===== src/rtl/mem_block_copier.sv =====
// Block-copy engine: sole master of a 1024x32 data memory. Copies LENGTH
// words from SRC to DST in ascending order, optionally XOR-masking each
// word with {key,key}. Three cycles per word (RD, CAP, WR); every output
// is driven straight from a register.
module mem_block_copier #(
  parameter int ADDR_W = 10,
  parameter int DATA_W = 32,
  parameter int LEN_W  = 11
) (
  input  logic                clk,
  input  logic                rst_n,
  input  logic                start,
  input  logic [ADDR_W-1:0]   src_addr,
  input  logic [ADDR_W-1:0]   dst_addr,
  input  logic [LEN_W-1:0]    length,
  input  logic                xor_en,
  input  logic [DATA_W/2-1:0] key_in,
  output logic                busy,
  output logic                done,
  output logic                error,
  output logic [LEN_W-1:0]    words_copied,
  output logic [ADDR_W-1:0]   mem_address,
  output logic [DATA_W-1:0]   mem_write_data,
  output logic                mem_write,
  input  logic [DATA_W-1:0]   mem_read_data,
  output logic [2:0]          dbg_state
);

  // Largest legal length: one full pass over the address space.
  localparam logic [LEN_W-1:0] MAX_LEN = LEN_W'(2**ADDR_W);

  typedef enum logic [2:0] {
    S_IDLE = 3'd0,
    S_RD   = 3'd1,
    S_CAP  = 3'd2,
    S_WR   = 3'd3,
    S_FIN  = 3'd4
  } state_t;

  state_t                state_q, state_d;
  logic [ADDR_W-1:0]     src_q, src_d;
  logic [ADDR_W-1:0]     dst_q, dst_d;
  logic [LEN_W-1:0]      len_q, len_d;
  logic                  xor_q, xor_d;
  logic [DATA_W/2-1:0]   key_q, key_d;
  logic [LEN_W-1:0]      idx_q, idx_d;
  logic [LEN_W-1:0]      wc_q, wc_d;
  logic [ADDR_W-1:0]     addr_q, addr_d;
  logic [DATA_W-1:0]     wdata_q, wdata_d;
  logic                  we_q, we_d;
  logic                  busy_q, busy_d;
  logic                  done_q, done_d;
  logic                  err_q, err_d;

  logic [LEN_W-1:0]      idx_inc;
  logic [DATA_W-1:0]     mask;

  assign idx_inc = idx_q + LEN_W'(1);
  assign mask    = {key_q, key_q} & {DATA_W{xor_q}};

  // The read-data register doubles as the write-data register: it is loaded
  // at the end of CAP and presented to the memory throughout WR.
  // Outputs are registered alongside the state, so they describe the state
  // the FSM is in during the same cycle.

  // State and datapath registers.
  always_ff @(posedge clk) begin
    if (!rst_n) begin
      state_q <= S_IDLE;
      src_q   <= '0;
      dst_q   <= '0;
      len_q   <= '0;
      xor_q   <= 1'b0;
      key_q   <= '0;
      idx_q   <= '0;
      wc_q    <= '0;
      addr_q  <= '0;
      wdata_q <= '0;
      we_q    <= 1'b0;
      busy_q  <= 1'b0;
      done_q  <= 1'b0;
      err_q   <= 1'b0;
    end else begin
      state_q <= state_d;
      src_q   <= src_d;
      dst_q   <= dst_d;
      len_q   <= len_d;
      xor_q   <= xor_d;
      key_q   <= key_d;
      idx_q   <= idx_d;
      wc_q    <= wc_d;
      addr_q  <= addr_d;
      wdata_q <= wdata_d;
      we_q    <= we_d;
      busy_q  <= busy_d;
      done_q  <= done_d;
      err_q   <= err_d;
    end
  end

  // Next-state logic and the next value of every registered output.
  always_comb begin
    state_d = state_q;
    src_d   = src_q;
    dst_d   = dst_q;
    len_d   = len_q;
    xor_d   = xor_q;
    key_d   = key_q;
    idx_d   = idx_q;
    wc_d    = wc_q;
    addr_d  = addr_q;
    wdata_d = wdata_q;
    we_d    = 1'b0;
    busy_d  = 1'b0;
    done_d  = 1'b0;
    err_d   = 1'b0;

    unique case (state_q)
      S_IDLE: begin
        if (start) begin
          src_d = src_addr;
          dst_d = dst_addr;
          len_d = length;
          xor_d = xor_en;
          key_d = key_in;
          idx_d = '0;
          wc_d  = '0;
          if (length == '0 || length > MAX_LEN) begin
            // Nothing to move: report completion (and error if illegal).
            state_d = S_FIN;
            done_d  = 1'b1;
            err_d   = (length > MAX_LEN);
          end else begin
            state_d = S_RD;
            busy_d  = 1'b1;
            addr_d  = src_addr;
          end
        end
      end
      S_RD: begin
        // Memory samples the source address at the end of this cycle.
        state_d = S_CAP;
        busy_d  = 1'b1;
      end
      S_CAP: begin
        // Read data is valid now; capture it and set up the write.
        state_d = S_WR;
        busy_d  = 1'b1;
        we_d    = 1'b1;
        addr_d  = dst_q + idx_q[ADDR_W-1:0];
        wdata_d = mem_read_data ^ mask;
      end
      S_WR: begin
        idx_d = idx_inc;
        wc_d  = wc_q + LEN_W'(1);
        if (idx_inc == len_q) begin
          state_d = S_FIN;
          done_d  = 1'b1;
        end else begin
          state_d = S_RD;
          busy_d  = 1'b1;
          addr_d  = src_q + idx_inc[ADDR_W-1:0];
        end
      end
      S_FIN: begin
        state_d = S_IDLE;
      end
      default: begin
        state_d = S_IDLE;
      end
    endcase
  end

  assign busy           = busy_q;
  assign done           = done_q;
  assign error          = err_q;
  assign words_copied   = wc_q;
  assign mem_address    = addr_q;
  assign mem_write_data = wdata_q;
  assign mem_write      = we_q;
  assign dbg_state      = state_q;

endmodule


===== config.mk =====
export PLATFORM = sky130hd
export DESIGN_NAME = mem_block_copier
export DESIGN_NICKNAME = d
export VERILOG_FILES = /design/src/rtl/mem_block_copier.sv
export SDC_FILE = /design/constraint.sdc
export NUM_CORES = 1
export LEC_CHECK = 0
export ABC_AREA = 0
export CAP_MARGIN = 20
export CORE_MARGIN = 2
export CORE_UTILIZATION = 51
export DETAILED_ROUTE_END_ITERATION = 12
export GPL_ROUTABILITY_DRIVEN = 0
export PLACE_DENSITY = 0.86
export RECOVER_POWER = 50
export SYNTH_ARGS = -nofsm -noshare
export SYNTH_HDL_FRONTEND = slang
export SYNTH_SLANG_ARGS = --single-unit
export TNS_END_PERCENT = 5

===== constraint.sdc =====
create_clock -name clk -period 3.45 [get_ports clk]
set_clock_uncertainty 0.05 [all_clocks]
set_input_delay 0.69 -clock clk [delete_from_list [all_inputs] [get_ports clk]]
set_output_delay 0.69 -clock clk [all_outputs]
set_load 0.01 [all_outputs]

After elaboration in Yosys (flattened, before gate mapping)
Cells that the tools add are included.
{ "word_totals": {"reg_bits": 119, "latch_bits": 0, "ram_bits": 0, "romBits": 0, "in_bits": 83, "out_inout_bits": 60, "wordCells": 58, "mem_count": 0} }
{ "classes": {"add_sub_neg": 4, "n_mul": 0, "div": 0, "order_cmp": 1, "eq_ne": 7, "n_shift": 0, "n_mux": 20, "bitwise": 2, "reduce_logical": 10} }
{ "ops": {"columns": ["op", "count"], "rows": [
  ["11-bit one-hot mux with 2 select lines", 2],
  ["32-bit AND", 1],
  ["32-bit XOR", 1],
  ["10-bit 2-to-1 mux", 3],
  ["10-bit one-hot mux with 3 select lines", 1],
  ["11-bit by 1-bit adder with 11-bit output (second input constant)", 2],
  ["10-bit adder", 2],
  ["3-bit one-hot mux with 4 select lines", 1],
  ["11-bit == test", 1],
  ["11-bit greater-than comparator (second input constant)", 1],
  ["11-bit logical NOT", 1],
  ["11-bit 2-to-1 mux", 1],
  ["3-bit 2-to-1 mux", 3],
  ["4-bit AND reduction", 2],
  ["1-bit 2-to-1 mux", 7],
  ["3-bit by 2-bit == test with 1-bit output (second input constant)", 2],
  ["2-bit != test (second input constant)", 3],
  ["2-bit AND reduction", 2],
  ["3-bit by 1-bit == test with 1-bit output (second input constant)", 1],
  ["3-bit logical NOT", 1],
  ["1-bit one-hot mux with 3 select lines", 1],
  ["3-bit nonzero test", 1],
  ["1-bit one-hot mux with 2 select lines", 1],
  ["2-bit nonzero test", 1],
  ["2 further kinds", 2]
]} }

Logic depth before layout (Yosys ltp)
Gate-level depths: netlist (run 1).
{ "logic_depth": {"ltp_word": 5, "ltp_mapped": 12, "ltp_nobuf": 12} }

Least setup slack after synthesis (run 1)
Ideal clock, no wire load.
{ "synth_path": {"path_kind": "reg-to-reg", "startpoint": "register idx_q[0]", "endpoint": "register addr_q[9], in the netlist mem_address[9]", "setup_time_ns": 0.120, "t_arrival_ns": 2.681, "required_ns": 3.280, "slack_ns": 0.600, "path_stages_with_launch": 13, "n_path_buf": 0, "period_less_slack_ns": 2.850, "path_cell_list": "dfxtp_1 -> ha_1 -> nand3_1 -> nor2_1 -> xor2_1 -> ha_1 -> or2_2 -> o31a_1 -> a31o_2 -> a21oi_1 -> xnor2_1 -> nor2_1 -> o31a_1"} }
{ "synth_between": {"elab_chain_len": 4, "elab_cells_between_ends": 8, "cone_classes": "add/sub: 3; eq/ne: 2; mux: 2; reduce/logical: 1"} }
{ "synth_lines": {"columns": ["element", "line", "rtl"], "rows": [
  ["start, declared", "46", "logic [LEN_W-1:0] idx_q, idx_d;"],
  ["start signal, assigned", "90", "idx_q <= idx_d;"],
  ["11-bit by 1-bit adder with 11-bit output", "58", "assign idx_inc = idx_q + LEN_W'(1);"],
  ["10-bit adder or 11-bit == test (tied branches)", "162, 156", null],
  ["10-bit 2-to-1 mux or 2-bit != test (tied branches)", null, null],
  ["10-bit one-hot mux with 3 select lines or 4-bit AND reduction (tied branches)", null, null],
  ["end signal, assigned", "92", "addr_q <= addr_d;"],
  ["end, declared", "48", "logic [ADDR_W-1:0] addr_q, addr_d;"]
]} }
Parallel ways exist; a longest one is shown, timed or not. The select of a mux whose other input is x is not followed.
A chain may end at the register's enable or synchronous reset.

Worst setup path in the final report (run 1)
{ "layout_path": {"startpoint": "input start", "endpoint": "register idx_q[0]"} }
{ "layout_between": {"elab_chain_len": 2} }
{ "layout_lines": {"columns": ["element", "line", "rtl"], "rows": [
  ["start, declared", "12", "input logic start,"],
  ["2-bit != test (no source line)", null, null],
  ["2-bit AND reduction (no source line)", null, null]
]} }
Every way passes these cells.

==> results of run 1 <==
-- sequential cells by signal, indices dropped and copies added, names as in the netlist --
| signal | cells |
|---|---|
| busy | 1 |
| dbg_state | 3 |
| mem_write | 1 |
| src_q | 10 |
| done | 1 |
| key_q | 16 |
| len_q | 11 |
| mem_write_data | 32 |
| mem_address | 10 |
| idx_q | 11 |
| dst_q | 10 |
| xor_q | 1 |
| words_copied | 11 |
| error | 1 |
-- power breakdown --
part           leakage, nW  internal (mW)  switching, mW
logic                 2.02          0.383          0.456
registers            0.970           1.50         0.0878
clock network        0.293           1.19          0.639
-- cell usage after synthesis, types with 8 or more instances --
| cell | count |
|---|---|
| nor3_1 | 8 |
| nand3_1 | 21 |
| nor2_1 | 44 |
| mux2i_1 | 12 |
| nand2_1 | 213 |
| inv_1 | 11 |
| clkbuf_1 | 35 |
| dfxtp_1 | 119 |
| a21oi_1 | 105 |
| xor2_1 | 16 |
| o21ai_0 | 21 |
| ha_1 | 21 |
| o211ai_1 | 12 |
| xnor2_1 | 51 |
-- worst register-to-register path, delay by kind of cell (launching register included) --
| kind | cells | cell delay (ps) |
|---|---|---|
| AOI/OAI and AO/OA | 4 | 820 |
| and+or+nand+nor | 4 | 770 |
| adders and majority gates | 2 | 600 |
| DFF | 1 | 470 |
| xor gates and xnor gates | 2 | 370 |
-- layer usage --
layer | share of wire (%) | vias to the layer above
li1 | - | 2971
met5 | 0 | -
met4 | 2.5 | 0
met2 | 47 | 201
met3 | 6.2 | 36
met1 | 44 | 2795
-- cell families after synthesis --
kind of cell,after synthesis,synth area share (%)
AND/OR/NAND/NOR,331,23.0
AO/OA/AOI/OAI,181,17.3
flip-flops,119,38.1
XOR/XNOR,68,9.81
buffers and inverters,57,4.51
adder cells (fa/ha/maj),23,4.85
multiplexers,15,2.46
-- layout make-up --
class | instances | share of cell area, %
Clock inverter | 10 | 1.73
Tap cell | 147 | 2.21
Multi-Input combinational cell | 618 | 43.1
Inverter | 11 | 0.496
Sequential cell | 119 | 28.6
Timing Repair Buffer | 155 | 18.1
Clock buffer | 22 | 5.69
-- metrics by stage --
| step | cells | cell area [sq um] |
|---|---|---|
| finish | 1082 | 8330 |
| CTS | 1082 | 8350 |
| detailed placement | 1050 | 7730 |
| global placement | 1050 | 7730 |
| global route | 1082 | 8330 |
| floorplan | 794 | 6250 |
-- worst paths after layout --
| kind | endpoint | slack (ps) | cells past startpoint |
|---|---|---|---|
| setup / recovery | idx_q[0] | 250 | 6 |
| hold / removal | mem_write_data[3] | 390 | 2 |
| setup reg to reg | mem_address[9] | 270 | 12 |
| hold reg to reg | mem_write_data[3] | 390 | 2 |
==> flow_metrics.py, run 1 <==
metrics = {
    "global_routing": {
        "use_met2_pct": 42.7,
        "antenna_found_initial": 0,
        "grt_pass1_wl_um": 27300,
        "grt_pass1_vias": 5644,
        "track_usage_pct": 26.2,
        "global_route.peak_usage_layer": "met2",
        "grtUsageMet1_pct": 33.5,
        "grt_max_degree": 39,
        "overflow": 0,
        "grt_util_met3_pct": 5.66,
    },
    "logic_synthesis": {
        "ys_types": 65,
        "synth_area_sq_mm": 0.00625,
        "yosys.area.top_type_share_pct": 38.1,
        "synth_fp_nets": 900,
        "synth_edf_count": 0,
        "ys_seq_area_share_pct": 38.1,
        "ys_ff_latch": 119,
        "synth_top_area_cell": "dfxtp_1",
        "ys.flop_type": "dfxtp_1",
        "ys.warnings.count": 0,
        "synthArstFlopShare_pct": 0,
        "synthCells": 794,
        "synthTopCellsByArea": "dfxtp_1 38%, nand2_1 13%, a21oi_1 8.4%, xnor2_1 7.1%, ha_1 4.2%",
        "avgSynthCellArea_sq_um": 7.87,
    },
    "die": {
        "die_h_um": 115,
        "die-width_um": 115,
        "start_util_pct": 52.2,
        "io_pins": 143,
        "core_sq_mm": 0.0120,
        "rows": 40,
        "die_area_sq_mm": 0.0132,
    },
    "final_layout": {
        "nets": 1028,
        "drive_gt1_share_pct": 6.63,
        "syn2layout_area_growth_pct": 33.3,
        "finish.utilization_pct": 69.6,
        "multiInputGateArea_sq_mm": 0.00359,
        "fill_cells": 919,
        "final_cell_mix": "213 x nand2_1, 119 x dfxtp_1, 105 x a21oi_1",
        "final-seq-area_sq_mm": 0.00238,
        "final_common_cell": "nand2_1",
        "num_antenna_cells": 0,
    },
    "critical_path": {
        "rr_startpoint": "idx_q[1]",
        "cp_common_cell": "nand2_1",
        "crit_path_max_fanout": 21,
        "crit_chain": "dlygate4sd3_1 > nand2_1 > or2_0 > nand2_1 > mux2_2 > nor2_1",
        "crit_path_max_incr_delay_ps": 890,
        "cp-end-kind": "register",
        "crit_slowest_cell": "or2_0",
        "worstPathArrival_ps": 3500,
        "startpoint": "start",
        "required_ps": 3740,
        "cp_num_buf_inv": 1,
        "critPathKind": "input pin to register",
        "cp_top_family": "simple AND/OR/NAND/NOR gates",
        "cp-start-kind": "input pin",
    },
    "clock_network": {
        "clock-sinks": 119,
        "clock_latency_ps": 420,
        "tritoncts.num_buffers": 17,
        "cts_tree": "done",
        "htreeDepth": 4,
        "cts-hold-fix-buffers": 0,
        "clockRootBuffer": "clkbuf_16",
        "clock_path_buffers": 2,
        "post_cts_buffers": 0,
        "post_cts_resized": 0,
        "clk_pin_slew_worst_paths_ps": 50,
    },
    "timing": {
        "final-max-slew-violation-count": 0,
        "setup_viol": 0,
        "min_period_ps": 3200,
        "worst_slew_pin_slew_ps": 1250,
        "fin_crit_sh_pct": 92.9,
        "hold_slack_ps": 395,
        "worst_slack_ps": 246,
        "final_hold_viol_count": 0,
        "rsz0062_at_grt": "false",
        "fmax_ghz": 0.312,
        "setup-tns-final_ps": 0,
        "maxSlewHeadroom_pct": 16.6,
    },
    "worst_hold_path": {
        "hp-class": "register to register",
        "hp-start": "mem_write_data[3]",
    },
    "power": {
        "power.total_mw": 4.26,
        "powerDensity_mw_per_mm2": 512,
        "power.static_leakage_nw": 3.29,
        "peakVddDrop_mv": 0.360,
    },
    "placed_design": {
        "pre_cts_ws_ps": 313,
        "hpwl_um": 11900,
        "portBuffers": 142,
    },
    "drt": {
        "wire_per_inst_um": 15.6,
        "drtIter0Drc": 419,
        "vias_per_cell": 5.55,
        "route.detailed.drc": 0,
        "dr.pass1.iters": 5,
        "wirelength_um": 16800,
        "vias": 6003,
        "ant_nets": 0,
    },
    "flow_run": {
        "drv_cap": 0,
    },
    "outcome": {
        "run_status": "finished clean",
    },
}
No activity file was read; power rests on OpenSTA's default activity.
==> run 2: changes to the inputs <==
PLACE_DENSITY = 0.84   (was 0.86)
==> flow_metrics.py, run 2 (same netlist as run 1, synthesis figures left out) <==
metrics = {
    "outcome": {
        "run_status": "finished, violations left",
        "failed_checks": "capacitance limit, slew limit",
    },
    "die": {
        "core_sq_mm": 0.0120,
        "die_h_um": 115,
        "start_util_pct": 52.2,
        "die_area_sq_mm": 0.0132,
        "die-width_um": 115,
        "io_pins": 143,
        "rows": 40,
    },
    "final_layout": {
        "final-seq-area_sq_mm": 0.00238,
        "final_common_cell": "nand2_1",
        "final_cell_mix": "213 x nand2_1, 119 x dfxtp_1, 107 x clkdlybuf4s50_1",
        "multiInputGateArea_sq_mm": 0.00359,
        "drive_gt1_share_pct": 6.43,
        "largest_reg_flops": 32,
        "fill_cells": 945,
        "syn2layout_area_growth_pct": 33.1,
        "nets": 1027,
        "num_antenna_cells": 0,
    },
    "drt": {
        "drtIter0Drc": 409,
        "route.detailed.drc": 0,
        "vias_per_cell": 5.53,
        "vias": 5973,
        "wire_per_inst_um": 16.1,
        "wirelength_um": 17300,
        "ant_nets": 0,
        "dr.pass1.iters": 5,
    },
    "clock_network": {
        "clock_path_buffers": 2,
        "cts-hold-fix-buffers": 0,
        "post_cts_resized": 0,
        "clock_latency_ps": 430,
        "clock-sinks": 119,
        "post_cts_buffers": 0,
        "tritoncts.num_buffers": 17,
        "htreeDepth": 4,
        "clockRootBuffer": "clkbuf_16",
        "clk_pin_slew_worst_paths_ps": 60,
        "cts_tree": "done",
    },
    "timing": {
        "fin_crit_sh_pct": 91.4,
        "final_hold_viol_count": 0,
        "min_period_ps": 3150,
        "setup-tns-final_ps": 0,
        "maxSlewHeadroom_pct": -29.5,
        "fmax_ghz": 0.317,
        "final-max-slew-violation-count": 35,
        "rsz0062_at_grt": "false",
        "worst_slew_pin_slew_ps": 1940,
        "setup_viol": 0,
    },
    "placed_design": {
        "portBuffers": 142,
        "hpwl_um": 12100,
    },
    "critical_path": {
        "cp-start-kind": "register",
        "worstPathArrival_ps": 3420,
        "required_ps": 3720,
        "cp-end-kind": "register",
        "crit_path_max_fanout": 6,
        "rr_startpoint": "idx_q[1]",
        "startpoint": "idx_q[1]",
        "critPathKind": "register to register",
    },
    "power": {
        "peakVddDrop_mv": 0.501,
        "power.internal_mw": 3.07,
        "power.static_leakage_nw": 3.26,
        "p_sw_mw": 1.17,
        "combinationalPowerShare_pct": 19.8,
        "clkPwrFrac_pct": 42.7,
        "switching_share_pct": 27.6,
        "powerDensity_mw_per_mm2": 510,
        "p_seq_share_pct": 37.5,
        "power.total_mw": 4.25,
    },
    "global_routing": {
        "grt_pass1_wl_um": 27600,
        "grt_max_degree": 58,
        "grt_pass1_vias": 5632,
        "overflow": 0,
        "track_usage_pct": 26.8,
        "antenna_found_initial": 0,
    },
    "worst_hold_path": {
        "hp-class": "register to register",
        "hp-start": "mem_write_data[18]",
    },
    "flow_run": {
        "drv_cap": 1,
    },
}
run 2: critical path, stage by stage (launching register included):
cell and delay, ps:
dfxtp_1 470, ha_1 290, nand3_1 150, nor2_1 240, xor2_1 250, ha_1 300, or2_2 320, o31a_1 120
a31o_2 240, a21oi_1 170, xnor2_1 130, nor2_1 60, o31a_1 280
run 2: path summary, 6_finish.rpt:
kind | to | slack [ps] | cells after the start
setup / recovery | mem_address[9] | 300 | 12
hold / removal | mem_write_data[18] | 400 | 2
setup reg to reg | mem_address[9] | 300 | 12
hold reg to reg | mem_write_data[18] | 400 | 2
run 2: power by group through the flow:
| stage | combinational, mW | clock, mW | sequential [mW] |
|---|---|---|---|
| after floorplan | 0.477 | 0 | 1.62 |
| after global placement | 0.833 | 0 | 1.61 |
| after detailed placement | 0.852 | 0 | 1.62 |
| after CTS | 0.861 | 1.83 | 1.59 |
| after global routing | 0.925 | 1.89 | 1.60 |
| final | 0.840 | 1.81 | 1.59 |
run 2: layout make-up:
cell class	count	share of cell area, %
flip-flops and latches	119	28.6
multi-input cells	618	43.2
repair buffers	154	18.2
inverters	11	0.496
clock inverters	7	1.43
well taps	147	2.21
clock buffers	24	5.79
run 2: metal layers:
layer	global-route usage [%]	vias to the layer above	share of wire [%]
met2	43.9	191	47
met5	0	-	0
met3	7.04	37	6.2
met1	33.4	2782	44
met4	11.4	0	3.0
li1	-	2963	-
run 2: through the flow:
stage / instances / instance area, sq um / hold WS [ps] / worst slack [ps] / util, %
global route: 1080 / 8320 / 409 / 69.8 / 69.5
global placement: 1049 / 7720 / 388 / 435 / 64.6
detailed placement: 1049 / 7720 / 393 / 381 / 64.6
CTS: 1080 / 8320 / 401 / 324 / 69.6
finish: 1080 / 8320 / 396 / 298 / 69.5
floorplan: 794 / 6250 / 386 / 600 / -
==> run 3: changes to the inputs <==
CTS_CLUSTER_DIAMETER = 100   (was not set)
PLACE_DENSITY = 0.87   (was 0.84)
==> flow_metrics.py, run 3 (same netlist as run 1, synthesis figures left out) <==
metrics = {
    "timing": {
        "maxSlewHeadroom_pct": 17.4,
        "min_period_ps": 3160,
        "setup-tns-final_ps": 0,
        "rsz0062_at_grt": "false",
        "setup_viol": 0,
        "final_hold_viol_count": 0,
        "fin_crit_sh_pct": 91.5,
        "final-max-slew-violation-count": 0,
        "worst_slew_pin_slew_ps": 1240,
        "fmax_ghz": 0.317,
    },
    "die": {
        "start_util_pct": 52.2,
        "rows": 40,
        "die_h_um": 115,
        "die_area_sq_mm": 0.0132,
        "io_pins": 143,
        "die-width_um": 115,
        "core_sq_mm": 0.0120,
    },
    "final_layout": {
        "num_antenna_cells": 0,
        "final_cells": 1081,
        "largest_reg_flops": 32,
        "fin_area_sq_mm": 0.00835,
        "syn2layout_area_growth_pct": 33.7,
        "finish.utilization_pct": 69.8,
        "nets": 1028,
        "fill_cells": 924,
        "drive_gt1_share_pct": 6.75,
        "final_common_cell": "nand2_1",
        "final_cell_mix": "213 x nand2_1, 119 x dfxtp_1, 108 x clkdlybuf4s50_1",
    },
    "global_routing": {
        "grt_pass1_vias": 5694,
        "track_usage_pct": 26.7,
        "grt_pass1_wl_um": 27700,
        "grt_max_degree": 40,
        "overflow": 0,
        "antenna_found_initial": 0,
    },
    "power": {
        "combinationalPowerShare_pct": 19.4,
        "power.internal_mw": 3.17,
        "p_seq_share_pct": 36.5,
        "power.total_mw": 4.36,
        "power.static_leakage_nw": 3.28,
        "p_sw_mw": 1.19,
        "clkPwrFrac_pct": 44.1,
        "peakVddDrop_mv": 0.351,
        "switching_share_pct": 27.4,
        "powerDensity_mw_per_mm2": 522,
    },
    "drt": {
        "ant_nets": 0,
        "wire_per_inst_um": 16.0,
        "dr.pass1.iters": 6,
        "route.detailed.drc": 0,
        "drtIter0Drc": 418,
        "vias": 6060,
        "wirelength_um": 17300,
        "vias_per_cell": 5.61,
    },
    "critical_path": {
        "crit_path_max_fanout": 6,
        "critPathKind": "register to register",
        "cp-start-kind": "register",
        "required_ps": 3710,
        "r2r_cells": 12,
        "worstPathArrival_ps": 3420,
        "cp-end-kind": "register",
    },
    "worst_hold_path": {
        "hp-class": "register to register",
        "holdPathStages": 2,
    },
    "clock_network": {
        "post_cts_resized": 0,
        "cts-hold-fix-buffers": 0,
        "cts_tree": "done",
        "clk_pin_slew_worst_paths_ps": 60,
        "post_cts_buffers": 0,
        "htreeDepth": 4,
        "clockRootBuffer": "clkbuf_16",
        "clock_latency_ps": 420,
        "tritoncts.num_buffers": 17,
        "clock-sinks": 119,
        "clock_path_buffers": 2,
    },
    "outcome": {
        "run_status": "finished clean",
    },
    "placed_design": {
        "portBuffers": 142,
        "place_area_sq_mm": 0.00772,
        "dpl.cell_count": 1050,
        "hpwl_um": 12000,
    },
    "flow_run": {
        "drv_cap": 0,
    },
}
## run 3: critical path: stages, from the launching register on
cell and delay, ps:
dfxtp_1 480, ha_1 310, nand3_1 180, nor2_1 230
xor2_1 200, ha_1 280, or2_2 320, o31a_1 130
a31o_2 240, a21oi_1 180, xnor2_1 130, nor2_1 50
o31a_1 280
## run 3: worst paths after layout
check,from,end,slack [ps]
worst min register to register,mem_write_data[17],mem_write_data[17],400
worst min-delay path,mem_write_data[17],mem_write_data[17],400
worst max-delay path,idx_q[1],mem_address[9],290
worst max register to register,idx_q[1],mem_address[9],290
## run 3: per-stage QoR
| stage | hold slack (ps) | worst slack (ps) |
|---|---|---|
| floorplan | 386 | 600 |
| global placement | 388 | 464 |
| detailed placement | 392 | 365 |
| CTS | 399 | 320 |
| global route | 417 | 37.5 |
| finish | 395 | 293 |
## run 3: power groups by stage
| stage | Sequential, mW | Combinational, mW | Clock [mW] |
|---|---|---|---|
| CTS | 1.59 | 0.862 | 1.94 |
| detailed placement | 1.62 | 0.848 | 0 |
| global placement | 1.62 | 0.832 | 0 |
| global route | 1.61 | 0.925 | 2.01 |
| finish | 1.59 | 0.845 | 1.93 |
| floorplan | 1.62 | 0.477 | 0 |
## run 3: layout make-up
class / instances / area [sq um] / share of cell area [%]
Tap cell: 147 / 184 / 2.20
Clock inverter: 10 / 169 / 2.02
Clock buffer: 21 / 480 / 5.75
Inverter: 11 / 41.3 / 0.494
Timing Repair Buffer: 155 / 1510 / 18.0
Sequential cell: 119 / 2380 / 28.5
Multi-Input combinational cell: 618 / 3590 / 43.0
## run 3: per-layer routing
metal / share of wire, % / GRT usage (%) / wire (um) / vias to the layer above
met3: 7.6 / 7.36 / 1310 / 55
met1: 42 / 33.9 / 7220 / 2752
met2: 47 / 42.7 / 8120 / 282
met5: 0 / 0 / 0 / -
met4: 3.6 / 11.6 / 620 / 0
li1: - / - / - / 2971
